**src/rtl/spi_master_multi.sv**
```systemverilog
// SPI master for NUM_CS slaves: runtime mode, clock divider and bit order.
// Multi-word bursts under one chip select; every SPI pin is driven from a flop.
module spi_master_multi #(
  parameter int unsigned NUM_CS = 4,
  parameter int unsigned DATA_W = 8,
  parameter int unsigned DIV_W  = 8,
  parameter int unsigned WAIT_W = 8,
  localparam int unsigned CS_W  = (NUM_CS > 1) ? $clog2(NUM_CS) : 1
) (
  input  logic              clk,
  input  logic              rst,
  input  logic              start,
  input  logic [CS_W-1:0]   cs_sel,
  input  logic [1:0]        cfg_mode,
  input  logic [DIV_W-1:0]  cfg_div,
  input  logic              cfg_lsb_first,
  input  logic [WAIT_W-1:0] wait_duration,
  input  logic [DATA_W-1:0] tx_data,
  input  logic              tx_last,
  input  logic              tx_valid,
  output logic              tx_ready,
  output logic [DATA_W-1:0] rx_data,
  output logic              rx_valid,
  output logic              busy,
  output logic              done,
  output logic              sclk,
  output logic              mosi,
  input  logic              miso,
  output logic [NUM_CS-1:0] cs_n
);

  localparam int unsigned     HP_W     = $clog2(2 * DATA_W);
  localparam logic [HP_W-1:0] HP_LAST  = HP_W'(2 * DATA_W - 1);
  localparam logic [CS_W:0]   NUM_CS_L = (CS_W + 1)'(NUM_CS);

  localparam logic [2:0] StIdle  = 3'd0;
  localparam logic [2:0] StLoad  = 3'd1;
  localparam logic [2:0] StSetup = 3'd2;
  localparam logic [2:0] StShift = 3'd3;
  localparam logic [2:0] StHold  = 3'd4;

  logic [2:0]        state;
  logic [CS_W-1:0]   sel_q;
  logic              cpol_q, cpha_q, lsb_q, last_q, first_q;
  logic [DIV_W-1:0]  div_q, div_cnt;
  logic [WAIT_W-1:0] wait_q, wait_cnt;
  logic [HP_W-1:0]   hp_cnt;
  logic [DATA_W-1:0] tx_sh, tx_nxt, rx_sh, rx_nxt;
  logic [NUM_CS-1:0] cs_dec;
  logic              cs_ok, hp_end, leading, final_edge, do_sample, do_shift;

  assign tx_ready = (state == StLoad);
  assign busy     = (state != StIdle);

  always_comb begin
    cs_ok      = {1'b0, cs_sel} < NUM_CS_L;
    hp_end     = (state == StShift) && (div_cnt == '0);
    leading    = ~hp_cnt[0];
    final_edge = hp_end && (hp_cnt == HP_LAST);
    // Even half-periods end on a leading edge; CPHA picks which edge samples.
    do_sample  = hp_end && (leading ^ cpha_q);
    // With CPHA=1 the first bit is already on mosi before the first leading edge.
    do_shift   = hp_end && (leading == cpha_q) && !final_edge && !(cpha_q && (hp_cnt == '0));
    tx_nxt     = lsb_q ? (tx_sh >> 1) : (tx_sh << 1);
    rx_nxt     = rx_sh;
    if (do_sample) begin
      rx_nxt = lsb_q ? {miso, rx_sh[DATA_W-1:1]} : {rx_sh[DATA_W-2:0], miso};
    end
    cs_dec = '0;
    for (int unsigned i = 0; i < NUM_CS; i++) begin
      cs_dec[i] = (sel_q == CS_W'(i));
    end
  end

  always_ff @(posedge clk) begin
    if (rst) begin
      state    <= StIdle;
      sel_q    <= '0;
      cpol_q   <= 1'b0;
      cpha_q   <= 1'b0;
      lsb_q    <= 1'b0;
      last_q   <= 1'b0;
      first_q  <= 1'b0;
      div_q    <= '0;
      div_cnt  <= '0;
      wait_q   <= '0;
      wait_cnt <= '0;
      hp_cnt   <= '0;
      tx_sh    <= '0;
      rx_sh    <= '0;
      rx_data  <= '0;
      rx_valid <= 1'b0;
      done     <= 1'b0;
      sclk     <= 1'b0;
      mosi     <= 1'b0;
      cs_n     <= '1;
    end else begin
      rx_valid <= 1'b0;
      done     <= 1'b0;
      rx_sh    <= rx_nxt;
      case (state)
        StIdle: begin
          if (start && cs_ok) begin
            sel_q   <= cs_sel;
            cpol_q  <= cfg_mode[1];
            cpha_q  <= cfg_mode[0];
            lsb_q   <= cfg_lsb_first;
            div_q   <= cfg_div;
            wait_q  <= wait_duration;
            sclk    <= cfg_mode[1];
            first_q <= 1'b1;
            state   <= StLoad;
          end
        end
        StLoad: begin
          if (tx_valid) begin
            tx_sh   <= tx_data;
            mosi    <= lsb_q ? tx_data[0] : tx_data[DATA_W-1];
            last_q  <= tx_last;
            first_q <= 1'b0;
            div_cnt <= div_q;
            hp_cnt  <= '0;
            if (first_q) begin
              cs_n <= ~cs_dec;
            end
            if (first_q && (wait_q != '0)) begin
              wait_cnt <= wait_q - 1'b1;
              state    <= StSetup;
            end else begin
              state <= StShift;
            end
          end
        end
        StSetup: begin
          if (wait_cnt == '0) begin
            state <= StShift;
          end else begin
            wait_cnt <= wait_cnt - 1'b1;
          end
        end
        StShift: begin
          if (div_cnt != '0) begin
            div_cnt <= div_cnt - 1'b1;
          end else begin
            div_cnt <= div_q;
            sclk    <= ~sclk;
            hp_cnt  <= hp_cnt + 1'b1;
            if (do_shift) begin
              tx_sh <= tx_nxt;
              mosi  <= lsb_q ? tx_sh[1] : tx_sh[DATA_W-2];
            end
            if (final_edge) begin
              rx_data  <= rx_nxt;
              rx_valid <= 1'b1;
              if (!last_q) begin
                state <= StLoad;
              end else if (wait_q != '0) begin
                wait_cnt <= wait_q - 1'b1;
                state    <= StHold;
              end else begin
                cs_n  <= '1;
                done  <= 1'b1;
                state <= StIdle;
              end
            end
          end
        end
        StHold: begin
          if (wait_cnt == '0) begin
            cs_n  <= '1;
            done  <= 1'b1;
            state <= StIdle;
          end else begin
            wait_cnt <= wait_cnt - 1'b1;
          end
        end
        default: state <= StIdle;
      endcase
    end
  end

endmodule
```
**config.mk**
```make
export PLATFORM = sky130hd
export DESIGN_NAME = spi_master_multi
export DESIGN_NICKNAME = d
export VERILOG_FILES = /design/src/rtl/spi_master_multi.sv
export SDC_FILE = /design/constraint.sdc
export NUM_CORES = 1
export LEC_CHECK = 0
export ABC_AREA = 1
export CAP_MARGIN = 20
export CORE_MARGIN = 2
export CORE_UTILIZATION = 49
export DETAILED_ROUTE_END_ITERATION = 6
export GPL_ROUTABILITY_DRIVEN = 0
export PLACE_DENSITY = 0.8
export SLEW_MARGIN = 15
export SYNTH_ARGS = -nofsm -noshare
export SYNTH_HDL_FRONTEND = slang
export SYNTH_SLANG_ARGS = --single-unit
```
**constraint.sdc**
```tcl
create_clock -name clk -period 2 [get_ports clk]
set_input_delay 0.4 -clock clk [delete_from_list [all_inputs] [get_ports clk]]
set_output_delay 0.4 -clock clk [all_outputs]
set_load 0.005 [all_outputs]
```
==> flow_metrics.py <==
metrics = {
    "placed_design": {
        "dpl.cell_count": 732,
        "io_buffers": 52,
        "place_hpwl_mm": 6.80,
    },
    "power": {
        "p_per_area_nw_per_um2": 1220,
        "power.switching_mw": 2.49,
        "leakage_nw": 2.14,
        "power_frac_comb_pct": 46.6,
        "peakVddDrop_mv": 0.564,
        "swShare_pct": 42.1,
        "seqPwrFrac_pct": 35.6,
        "pwr-share-clk_pct": 17.8,
        "p_int_mw": 3.43,
    },
    "route": {
        "drt-total-wl_mm": 9.49,
        "ant_nets": 0,
        "drtIter0Drc": 222,
        "wl_per_cell_um": 12.6,
        "firstDrtPassIters": 4,
        "route.vias.total": 3887,
        "vias_per_cell": 5.17,
        "drc": 0,
    },
    "worst_setup_path": {
        "path_cells": "inv_2 -> nand2_1 -> nor2_2 -> buf_4 -> nand2_1 -> o22ai_1 -> nor2_1 -> o21ai_0 -> a21oi_1",
        "crit_fanout": 15,
        "endpoint_kind": "flip-flop",
        "cp_top_family": "simple AND/OR/NAND/NOR gates",
        "worst_path_most_repeated_cell": "nand2_1",
        "worstSetupStartpointType": "flip-flop",
        "required_ns": 2.24,
        "critPathMaxStageDelay_ns": 0.36,
        "cp_slowest_cell": "dfxtp_2",
        "critPathKind": "reg -> reg",
        "worst-path-buf-inv": 2,
        "cp.arrival_ns": 2.14,
    },
    "clock_tree": {
        "cts-buffers-inserted": 9,
        "clkTransAtPathRegs_ns": 0.08,
        "cts.sinks": 77,
        "root_buffer": "clkbuf_8",
        "clock_path_buffers": 2,
        "cts_tree": "done",
        "clk_latency_ns": 0.35,
        "htreeDepth": 3,
    },
    "layout": {
        "areaGrowthSynthToFinish_pct": 21.5,
        "layout_common_cells": "101 x nand2_1, 85 x inv_1, 75 x dfxtp_1, 62 x nor2_1, 61 x a21oi_1",
        "instances_no_fill": 752,
        "n_antenna_cell": 0,
        "final_common_cell": "nand2_1",
        "fin_util_pct": 62.2,
        "final_nets": 684,
        "drive_gt1_share_pct": 12.3,
    },
    "die": {
        "rows": 32,
        "die_x_um": 94.3,
        "initial_utilization_pct": 51.2,
        "coreArea_sq_um": 7810,
        "die_y_um": 94.3,
        "dieArea_sq_um": 8900,
        "num_io_pins": 53,
    },
    "logic_synthesis": {
        "seq_area_frac_synth_pct": 38.6,
        "ys.warnings.count": 0,
        "netlist_instances": 585,
        "synth_area_per_cell_sq_um": 6.83,
        "post_synth_num_cell_types": 33,
        "synth_seq_cells": 77,
        "syn_area_sq_um": 4000,
        "synthesis.nets": 624,
    },
    "sta": {
        "finalMaxSlewViolations": 0,
        "period_share_pct": 94.8,
        "hold_viol": 0,
        "tightestPinTransition_ns": 0.443,
        "fmax_ghz": 0.527,
        "fin_setup_tns_ns": 0,
        "setup_viol": 0,
        "max_slew_margin_pct": 70.4,
        "skew_ns": 0.00619,
        "fin_crit_ns": 1.90,
    },
    "flow_run": {
        "drv.max_cap_violation_count": 0,
    },
    "grt": {
        "grt_pass1_vias": 3746,
        "grt_pass1_wl_mm": 15.9,
        "grt_overflow": 0,
        "grt_max_degree": 34,
        "antenna_found_initial": 0,
        "gr-usage-all-layers_pct": 22.3,
    },
    "worst_hold_path": {
        "hp-class": "reg -> reg",
    },
    "status": {
        "status": "finished, final reports clean",
    },
}
final timing paths:
kind	startpoint	to	slack, ns	cells past startpoint
max reg2reg	state[2]	tx_sh[3]	0.10	9
min reg2reg	div_q[5]	div_q[5]	0.45	2
min	div_q[5]	div_q[5]	0.45	2
max	state[2]	tx_sh[3]	0.10	9
stage by stage:
step / total power [mW] / instance area [sq um] / hold slack [ns] / setup WS (ns)
global route: 6.38 / 4860 / 0.488 / -0.00166
detailed placement: 4.71 / 4620 / 0.447 / 0.0603
floorplan: 4.02 / 4000 / 0.425 / 0.219
CTS: 5.78 / 4800 / 0.458 / 0.0385
global placement: 4.64 / 4620 / 0.451 / 0.125
finish: 5.92 / 4860 / 0.454 / 0.104
routing by layer:
| metal | track usage [%] | wire length [um] | vias up | share of wire (%) |
|---|---|---|---|---|
| met2 | 38.1 | 4510 | 117 | 47 |
| met1 | 27.5 | 4250 | 1761 | 45 |
| met4 | 10.0 | 210 | 0 | 2.2 |
| li1 | - | - | 1991 | - |
| met3 | 3.61 | 521 | 18 | 5.5 |
| met5 | 0 | 0 | - | 0 |
layout make-up:
type | count | area (sq um)
clock inverters | 4 | 23.8
flip-flops and latches | 77 | 1540
multi-input cells | 392 | 2000
well taps | 102 | 128
repair buffers | 70 | 654
inverters | 95 | 359
clock buffers | 12 | 145
fillers | 719 | 2950
sequential cells by signal, indices dropped and copies added, names as in the netlist, 2 cells and up:
signal / count
div_cnt: 8
wait_q: 8
sel_q: 2
div_q: 8
rx_data: 8
cs_n: 4
tx_sh: 8
state: 3
wait_cnt: 8
hp_cnt: 4
rx_sh: 8
synthesized netlist by cell type:
| cell type | n | area share (%) |
|---|---|---|
| nand2_1 | 103 | 9.7 |
| inv_4 | 1 | 0.16 |
| nor2_1 | 62 | 5.8 |
| buf_2 | 3 | 0.38 |
| nand3b_1 | 1 | 0.19 |
| dfxtp_1 | 77 | 39 |
| clkinv_1 | 1 | 0.094 |
| nand3_1 | 22 | 2.8 |
| nand3_2 | 2 | 0.50 |
| nand4_1 | 4 | 0.63 |
| buf_1 | 1 | 0.094 |
| xor2_1 | 4 | 0.88 |
| a211oi_1 | 2 | 0.38 |
| nor2_4 | 12 | 3.4 |
| o22ai_1 | 8 | 1.3 |
| inv_1 | 85 | 8.0 |
| o21ai_1 | 14 | 1.8 |
| buf_6 | 3 | 0.85 |
| o211ai_1 | 7 | 1.3 |
| ha_1 | 4 | 1.3 |
| or2_1 | 1 | 0.16 |
| nor3_1 | 17 | 2.1 |
| buf_12 | 1 | 0.50 |
| nand2_2 | 8 | 1.3 |
| a21oi_1 | 62 | 7.8 |
| inv_2 | 8 | 0.75 |
| o21ai_0 | 47 | 5.9 |
| nand2_4 | 1 | 0.28 |
| buf_4 | 3 | 0.56 |
| xnor2_1 | 1 | 0.22 |
| nor2_2 | 8 | 1.3 |
| o221ai_1 | 2 | 0.44 |
| clkbuf_1 | 10 | 0.94 |
power groups by stage:
stage	sequential, mW	clock [mW]	combinational, mW
3_3_place_gp	2.12	0	2.51
5_1_grt	2.15	1.11	3.12
4_1_cts	2.10	1.06	2.61
2_1_floorplan	2.06	0	1.96
6_report	2.11	1.05	2.76
3_5_place_dp	2.13	0	2.58
logic make-up after synthesis:
group,count (synthesis),synth area share (%)
AO/OA/AOI/OAI,142,18.8
XOR/XNOR,5,1.10
adder cells (fa/ha/maj),4,1.25
buffers and inverters,116,12.3
flip-flops,77,38.6
AND/OR/NAND/NOR,241,28.0
worst register-to-register path: stages (launching register included):
cell     delay, ns
dfxtp_2       0.36
inv_2         0.09
nand2_1       0.09
nor2_2        0.24
buf_4         0.28
nand2_1       0.21
o22ai_1       0.19
nor2_1        0.05
o21ai_0       0.21
a21oi_1       0.07
timing repair:
action,in CTS,in global routing
endpoints found under the setup margin,1,12
buffers inserted,1,3
gates cloned,0,0
pin swaps,1,1
hold buffers,0,0
gates resized for setup,5,7
Note: power is estimated with default switching activity, not from simulation.
